`config.mk`:
```
export PLATFORM = sky130hd
export DESIGN_NAME = memory_access_stage
export DESIGN_NICKNAME = d
export VERILOG_FILES = /design/src/rtl/memory_access_stage.sv
export SDC_FILE = /design/constraint.sdc
export NUM_CORES = 1
export LEC_CHECK = 0
export ABC_AREA = 1
export CAP_MARGIN = 10
export CORE_UTILIZATION = 35
export DETAILED_ROUTE_END_ITERATION = 16
export GPL_ROUTABILITY_DRIVEN = 0
export GPL_TIMING_DRIVEN = 0
export PLACE_DENSITY_LB_ADDON = 0.3
export SYNTH_ARGS = -nofsm -noshare
export SYNTH_HDL_FRONTEND = slang
export SYNTH_SLANG_ARGS = --single-unit
```
`constraint.sdc`:
```
create_clock -name clk -period 2.7 [get_ports clk]
set_input_delay 0.27 -clock clk [delete_from_list [all_inputs] [get_ports clk]]
set_output_delay 0.27 -clock clk [all_outputs]
set_load 0.02 [all_outputs]
```
`src/rtl/memory_access_stage.sv`:
```
// -----------------------------------------------------------------------------
// memory_access_stage
//
// Execute->memory pipeline register combined with the load/store access unit of
// the pipelined RV32I core. While idle, the M registers capture the execute
// stage every cycle. When the captured op is a load or a store, the block
// issues one request on a req/ack data-memory port and raises StallM until the
// memory acknowledges or the access times out.
//
// Ports
//   clk, rst             rising-edge clock, asynchronous active-low reset
//   *E inputs            control/data from the execute pipeline register
//   RegWriteM            write enable to writeback, suppressed while stalled
//   ResultSrcM, RdM,
//   ALUResultM, PCPlus4M registered execute-stage values
//   ReadDataM            aligned load data (zero-extended for byte loads)
//   StallM               access outstanding, freezes F/D/E
//   mem_req/we/addr/
//   wdata/wstrb          request side of the data-memory port
//   mem_ack, mem_rdata   completion pulse and read word from memory
//   mem_error            sticky flag set when an access times out
// -----------------------------------------------------------------------------
module memory_access_stage #(
    parameter int DATA_WIDTH             = 32,
    parameter int REGISTER_ADDRESS_WIDTH = 5,
    parameter int TIMEOUT_CYCLES         = 16
) (
    input  logic                              clk,
    input  logic                              rst,
    input  logic                              RegWriteE,
    input  logic [1:0]                        ResultSrcE,
    input  logic                              MemWriteE,
    input  logic                              ByteAddrE,
    input  logic [DATA_WIDTH-1:0]             ALUResultE,
    input  logic [DATA_WIDTH-1:0]             WriteDataE,
    input  logic [REGISTER_ADDRESS_WIDTH-1:0] RdE,
    input  logic [DATA_WIDTH-1:0]             PCPlus4E,
    output logic                              RegWriteM,
    output logic [1:0]                        ResultSrcM,
    output logic [REGISTER_ADDRESS_WIDTH-1:0] RdM,
    output logic [DATA_WIDTH-1:0]             ALUResultM,
    output logic [DATA_WIDTH-1:0]             PCPlus4M,
    output logic [DATA_WIDTH-1:0]             ReadDataM,
    output logic                              StallM,
    output logic                              mem_req,
    output logic                              mem_we,
    output logic [DATA_WIDTH-1:0]             mem_addr,
    output logic [DATA_WIDTH-1:0]             mem_wdata,
    output logic [3:0]                        mem_wstrb,
    input  logic                              mem_ack,
    input  logic [DATA_WIDTH-1:0]             mem_rdata,
    output logic                              mem_error
);

    localparam logic [1:0] RESULT_LOAD = 2'b01;
    localparam int         CNT_W       = (TIMEOUT_CYCLES > 1) ? $clog2(TIMEOUT_CYCLES) : 1;
    localparam logic [CNT_W-1:0] CNT_LAST = CNT_W'(TIMEOUT_CYCLES - 1);

    typedef enum logic [0:0] {
        ST_IDLE = 1'b0,
        ST_REQ  = 1'b1
    } state_t;

    // Byte strobes for a store: one lane for byte stores, all lanes for words.
    function automatic logic [3:0] store_strobe(input logic is_byte, input logic [1:0] offset);
        logic [3:0] strb;
        if (is_byte) begin
            case (offset)
                2'd0:    strb = 4'b0001;
                2'd1:    strb = 4'b0010;
                2'd2:    strb = 4'b0100;
                2'd3:    strb = 4'b1000;
                default: strb = 4'b0000;
            endcase
        end else begin
            strb = 4'b1111;
        end
        return strb;
    endfunction

    // Store data: byte stores replicate the low byte on every lane so the
    // strobe alone selects where it lands.
    function automatic logic [DATA_WIDTH-1:0] store_data(input logic is_byte,
                                                         input logic [DATA_WIDTH-1:0] wdata);
        logic [DATA_WIDTH-1:0] data;
        if (is_byte) begin
            data = DATA_WIDTH'({4{wdata[7:0]}});
        end else begin
            data = wdata;
        end
        return data;
    endfunction

    // Load alignment: byte loads pick the addressed lane and zero-extend it.
    function automatic logic [DATA_WIDTH-1:0] load_align(input logic is_byte,
                                                         input logic [1:0] offset,
                                                         input logic [DATA_WIDTH-1:0] rdata);
        logic [7:0]            lane;
        logic [DATA_WIDTH-1:0] data;
        case (offset)
            2'd0:    lane = rdata[7:0];
            2'd1:    lane = rdata[15:8];
            2'd2:    lane = rdata[23:16];
            2'd3:    lane = rdata[31:24];
            default: lane = 8'h00;
        endcase
        if (is_byte) begin
            data = {{(DATA_WIDTH-8){1'b0}}, lane};
        end else begin
            data = rdata;
        end
        return data;
    endfunction

    state_t                            state_q;
    logic [CNT_W-1:0]                  cnt_q;
    logic                              reg_write_q;
    logic [1:0]                        result_src_q;
    logic                              byte_addr_q;
    logic [REGISTER_ADDRESS_WIDTH-1:0] rd_q;
    logic [DATA_WIDTH-1:0]             alu_result_q;
    logic [DATA_WIDTH-1:0]             pc_plus4_q;
    logic [DATA_WIDTH-1:0]             read_data_q;
    logic                              mem_req_q;
    logic                              mem_we_q;
    logic [DATA_WIDTH-1:0]             mem_addr_q;
    logic [DATA_WIDTH-1:0]             mem_wdata_q;
    logic [3:0]                        mem_wstrb_q;
    logic                              mem_error_q;

    logic                              reg_write_d;
    logic [1:0]                        result_src_d;
    logic                              byte_addr_d;
    logic [REGISTER_ADDRESS_WIDTH-1:0] rd_d;
    logic [DATA_WIDTH-1:0]             alu_result_d;
    logic [DATA_WIDTH-1:0]             pc_plus4_d;

    logic                              is_mem_op_s;
    logic                              load_pending_s;
    logic                              stall_s;

    assign stall_s        = (state_q == ST_REQ);
    assign is_mem_op_s    = (ResultSrcE == RESULT_LOAD) || MemWriteE;
    // A store wins if an op were ever flagged as both; only real loads update ReadDataM.
    assign load_pending_s = (result_src_q == RESULT_LOAD) && !mem_we_q;

    // M pipeline registers capture execute values while idle and hold during an access.
    always_comb begin
        reg_write_d  = reg_write_q;
        result_src_d = result_src_q;
        byte_addr_d  = byte_addr_q;
        rd_d         = rd_q;
        alu_result_d = alu_result_q;
        pc_plus4_d   = pc_plus4_q;
        if (state_q == ST_IDLE) begin
            reg_write_d  = RegWriteE;
            result_src_d = ResultSrcE;
            byte_addr_d  = ByteAddrE;
            rd_d         = RdE;
            alu_result_d = ALUResultE;
            pc_plus4_d   = PCPlus4E;
        end else begin
            reg_write_d  = reg_write_q;
            result_src_d = result_src_q;
            byte_addr_d  = byte_addr_q;
            rd_d         = rd_q;
            alu_result_d = alu_result_q;
            pc_plus4_d   = pc_plus4_q;
        end
    end

    // M pipeline register storage.
    always_ff @(posedge clk or negedge rst) begin
        if (!rst) begin
            reg_write_q  <= 1'b0;
            result_src_q <= 2'b00;
            byte_addr_q  <= 1'b0;
            rd_q         <= '0;
            alu_result_q <= '0;
            pc_plus4_q   <= '0;
        end else begin
            reg_write_q  <= reg_write_d;
            result_src_q <= result_src_d;
            byte_addr_q  <= byte_addr_d;
            rd_q         <= rd_d;
            alu_result_q <= alu_result_d;
            pc_plus4_q   <= pc_plus4_d;
        end
    end

    // Access FSM: issues the request, counts wait cycles, latches load data or aborts.
    always_ff @(posedge clk or negedge rst) begin
        if (!rst) begin
            state_q     <= ST_IDLE;
            cnt_q       <= '0;
            read_data_q <= '0;
            mem_req_q   <= 1'b0;
            mem_we_q    <= 1'b0;
            mem_addr_q  <= '0;
            mem_wdata_q <= '0;
            mem_wstrb_q <= 4'b0000;
            mem_error_q <= 1'b0;
        end else begin
            case (state_q)
                ST_IDLE: begin
                    if (is_mem_op_s) begin
                        state_q    <= ST_REQ;
                        cnt_q      <= '0;
                        mem_req_q  <= 1'b1;
                        mem_we_q   <= MemWriteE;
                        mem_addr_q <= {ALUResultE[DATA_WIDTH-1:2], 2'b00};
                        if (MemWriteE) begin
                            mem_wdata_q <= store_data(ByteAddrE, WriteDataE);
                            mem_wstrb_q <= store_strobe(ByteAddrE, ALUResultE[1:0]);
                        end else begin
                            mem_wdata_q <= '0;
                            mem_wstrb_q <= 4'b0000;
                        end
                    end else begin
                        state_q   <= ST_IDLE;
                        mem_req_q <= 1'b0;
                    end
                end
                ST_REQ: begin
                    // Ack takes priority over a timeout landing in the same cycle.
                    if (mem_ack) begin
                        state_q   <= ST_IDLE;
                        mem_req_q <= 1'b0;
                        if (load_pending_s) begin
                            read_data_q <= load_align(byte_addr_q, alu_result_q[1:0], mem_rdata);
                        end else begin
                            read_data_q <= read_data_q;
                        end
                    end else if (cnt_q == CNT_LAST) begin
                        state_q     <= ST_IDLE;
                        mem_req_q   <= 1'b0;
                        read_data_q <= '0;
                        mem_error_q <= 1'b1;
                    end else begin
                        cnt_q <= cnt_q + CNT_W'(1);
                    end
                end
                default: begin
                    state_q   <= ST_IDLE;
                    mem_req_q <= 1'b0;
                end
            endcase
        end
    end

    assign StallM     = stall_s;
    assign RegWriteM  = reg_write_q & ~stall_s;
    assign ResultSrcM = result_src_q;
    assign RdM        = rd_q;
    assign ALUResultM = alu_result_q;
    assign PCPlus4M   = pc_plus4_q;
    assign ReadDataM  = read_data_q;
    assign mem_req    = mem_req_q;
    assign mem_we     = mem_we_q;
    assign mem_addr   = mem_addr_q;
    assign mem_wdata  = mem_wdata_q;
    assign mem_wstrb  = mem_wstrb_q;
    assign mem_error  = mem_error_q;

endmodule
```
==> results.ini <==
[synthesis]
synth_area_um2 = 7480
ys_types = 25
synth_top_family_by_area = simple AND/OR/NAND/NOR gates
syn_area_per_cell_um2 = 8.53
synth-simple-area-share_pct = 26.1
synth_cells = 877
synth_warnings = 0
synth-compound-area-share_pct = 6.80
ys_ff_latch = 179
yosysSeqAreaShare_pct = 59.9
muxShareOfSynthArea_pct = 0
synthAdderAreaFrac_pct = 0.167
synth_xor_area_share_pct = 0.117

[setup_path]
timing.rr.start = cnt_q[0]
r2r_cells = 8
crit_path_start_kind = register
critPathTopFamily = buffers and inverters
arrival_ps = 2120
critPathSlowestCell = clkdlybuf4s50_1
end_kind = primary output
rrSetupSlack_ps = 1120
cp_num_buf_inv = 4
crit_chain = buf_6 > buf_2 > buf_2 > nor2_1 > clkdlybuf4s50_1
slowest_delay_ps = 630
r2r_end = ReadDataM[11]
path_class = register to primary output
path_max_fanout = 10
cpMostUsedCell = buf_2
cp_data_required_time_ps = 2430

[grt]
gr-total-overflow = 0
grt_pass1_vias = 7026
antenna_found_initial = 0
grt_pass1_wl_um = 37700
grt_max_degree = 93
grt_usage_pct = 22.4

[final_layout]
n_antenna_cell = 0
layout-drive-gt1-share_pct = 6.78
seqCellArea_um2 = 4480
fillers = 1928
syn2layout_area_growth_pct = 54.5
fin_nets = 1353
multi_input_area_um2 = 2490

[drt]
vias = 7013
drtAntennaViolNets = 0
via_per_inst = 4.68
detail_route.wl_per_cell_um = 16.2
drc_errors = 0
first_iter_violations = 283
firstDrtPassIters = 4
wirelength_um = 24200

[min_path]
hp-class = input port to register
min_from = MemWriteE
min_to = mem_wdata[0]
min_path_cells = 3

[power]
power_per_cell_area_nw_per_um2 = 946
power_leakage_uw = 0.00561
ir_worst_vdd_v = 0.000430
power_uw = 10900

[floorplan]
rows = 53
pin_count = 317
core_area_um2 = 21000
initial_utilization_pct = 35.6
die_w_um = 148
dieArea_um2 = 22000
die_h_um = 148

[clocking]
root_buffer = clkbuf_16
cts_tree = done
cts.clk_slew.worst_paths_ps = 70
htreeDepth = 4
numClockSinks = 179
clk_latency_ps = 430
cts_buffers = 17
cts_max_path_buffers = 2

[sta]
post-route-period-util_pct = 88.6
slew_violations = 0
rsz0062_at_grt = no
setup_tns_ps = 0
skew_ps = 12.9
fmax_mhz = 418
finalHoldViolations = 0
worst_slew_pin_slew_ps = 698
finalCriticalPeriod_ps = 2390
setup_viol = 0
slew-limit-headroom_pct = 53.5

[place]
post-dp-hpwl_um = 18300
portBuffers = 312

[run]
maxCapViolations = 0

[run_status]
outcome = finished clean

==> worst min-delay path, stage by stage <==
cell and delay (ps):
buf_2 160, nand3_1 100, nand2_1 50
==> kinds of logic after synthesis <==
family / Yosys count
XOR/XNOR: 1
flip-flops: 179
buffers and inverters: 111
adder cells (fa/ha/maj): 1
other: 1
AND/OR/NAND/NOR: 483
AO/OA/AOI/OAI: 101
==> synthesized netlist by cell type, drive strengths merged <==
| master | number | area share [%] |
|---|---|---|
| xnor2 | 1 | 0.12 |
| clkbuf | 16 | 0.84 |
| dfrtp | 179 | 60 |
| nand4 | 1 | 0.084 |
| inv | 60 | 3.1 |
| nand3 | 84 | 5.8 |
| a21oi | 28 | 1.9 |
| or2 | 1 | 0.084 |
| nand2 | 356 | 18 |
| nor2 | 41 | 2.2 |
| buf | 35 | 3.0 |
| ha | 1 | 0.17 |
| o21ai | 73 | 4.9 |
| conb | 1 | 0.050 |
==> flip-flops by register name, summed over array words and instances, names as in the netlist <==
name         count
mem_wstrb        4
PCPlus4M        32
ALUResultM      32
mem_wdata       32
RdM              5
ReadDataM       32
mem_req          1
mem_we           1
byte_addr_q      1
ResultSrcM       2
mem_error        1
cnt_q            4
mem_addr        30
reg_write_q      1
StallM           1
==> final cells by class <==
cell class              count  area share (%)
flip-flops and latches    179            38.7
repair buffers            314            27.4
multi-input cells         588            21.6
clock buffers              18            3.71
well taps                 275            2.98
plain buffers              51            2.46
inverters                  60            1.99
clock inverters            14            1.19
==> worst max-delay path by stage <==
stage                     startpoint              to  slack [ps]  cells past startpoint
after floorplan               StallM       RegWriteM        1200                      4
after global placement           rst  ALUResultM[27]       -6310                      1
after detailed placement      StallM       RegWriteM         730                      5
after CTS                     StallM       RegWriteM         250                      5
after global routing          StallM       RegWriteM         200                      5
final                         StallM       RegWriteM         310                      5
==> metrics by stage <==
stage	instances	utilization (%)	area (um2)	worst slack, ps	hold slack, ps
finish	1499	55.0	11600	307	192
global route	1499	55.0	11600	196	191
CTS	1499	55.0	11600	253	176
detailed placement	1466	52.3	11000	731	328
global placement	1465	52.1	11000	-6310	448
floorplan	878	-	7490	1200	-25.6
==> cell usage in the layout (no fill, tap or decap), types with 2 or more instances in the layout <==
cell type	instances
a21oi_1	28
buf_2	24
buf_4	6
buf_6	5
clkbuf_1	15
clkbuf_16	17
clkbuf_2	2
clkdlybuf4s50_1	311
clkinvlp_4	4
conb_1	2
dfrtp_1	179
inv_1	56
inv_2	3
inv_6	4
inv_8	5
nand2_1	352
nand2_2	3
nand3_1	82
nand3_2	2
nor2_1	40
o21ai_0	62
o21ai_1	10
==> power breakdown <==
group          internal [uW]  switching, uW  total [uW]  leakage (uW)
registers               3500            491        3990       0.00224
clock network           1230           1160        2390      0.000266
logic                   2050           2500        4550       0.00310
==> per-layer routing <==
layer	GRT usage, %	routed length, um	vias to the layer above
met1	27.0	9760	3311
met5	0	0	-
li1	-	-	3407
met2	37.3	11700	262
met3	7.55	2170	33
met4	7.99	573	0
==> timing repair <==
action / in CTS / in global routing
buffers inserted: 0 / 0
resized for setup: 0 / 0
hold buffers: 1 / 0
endpoints found under the hold margin: 87 / 0
(Power assumes the default switching activity.)
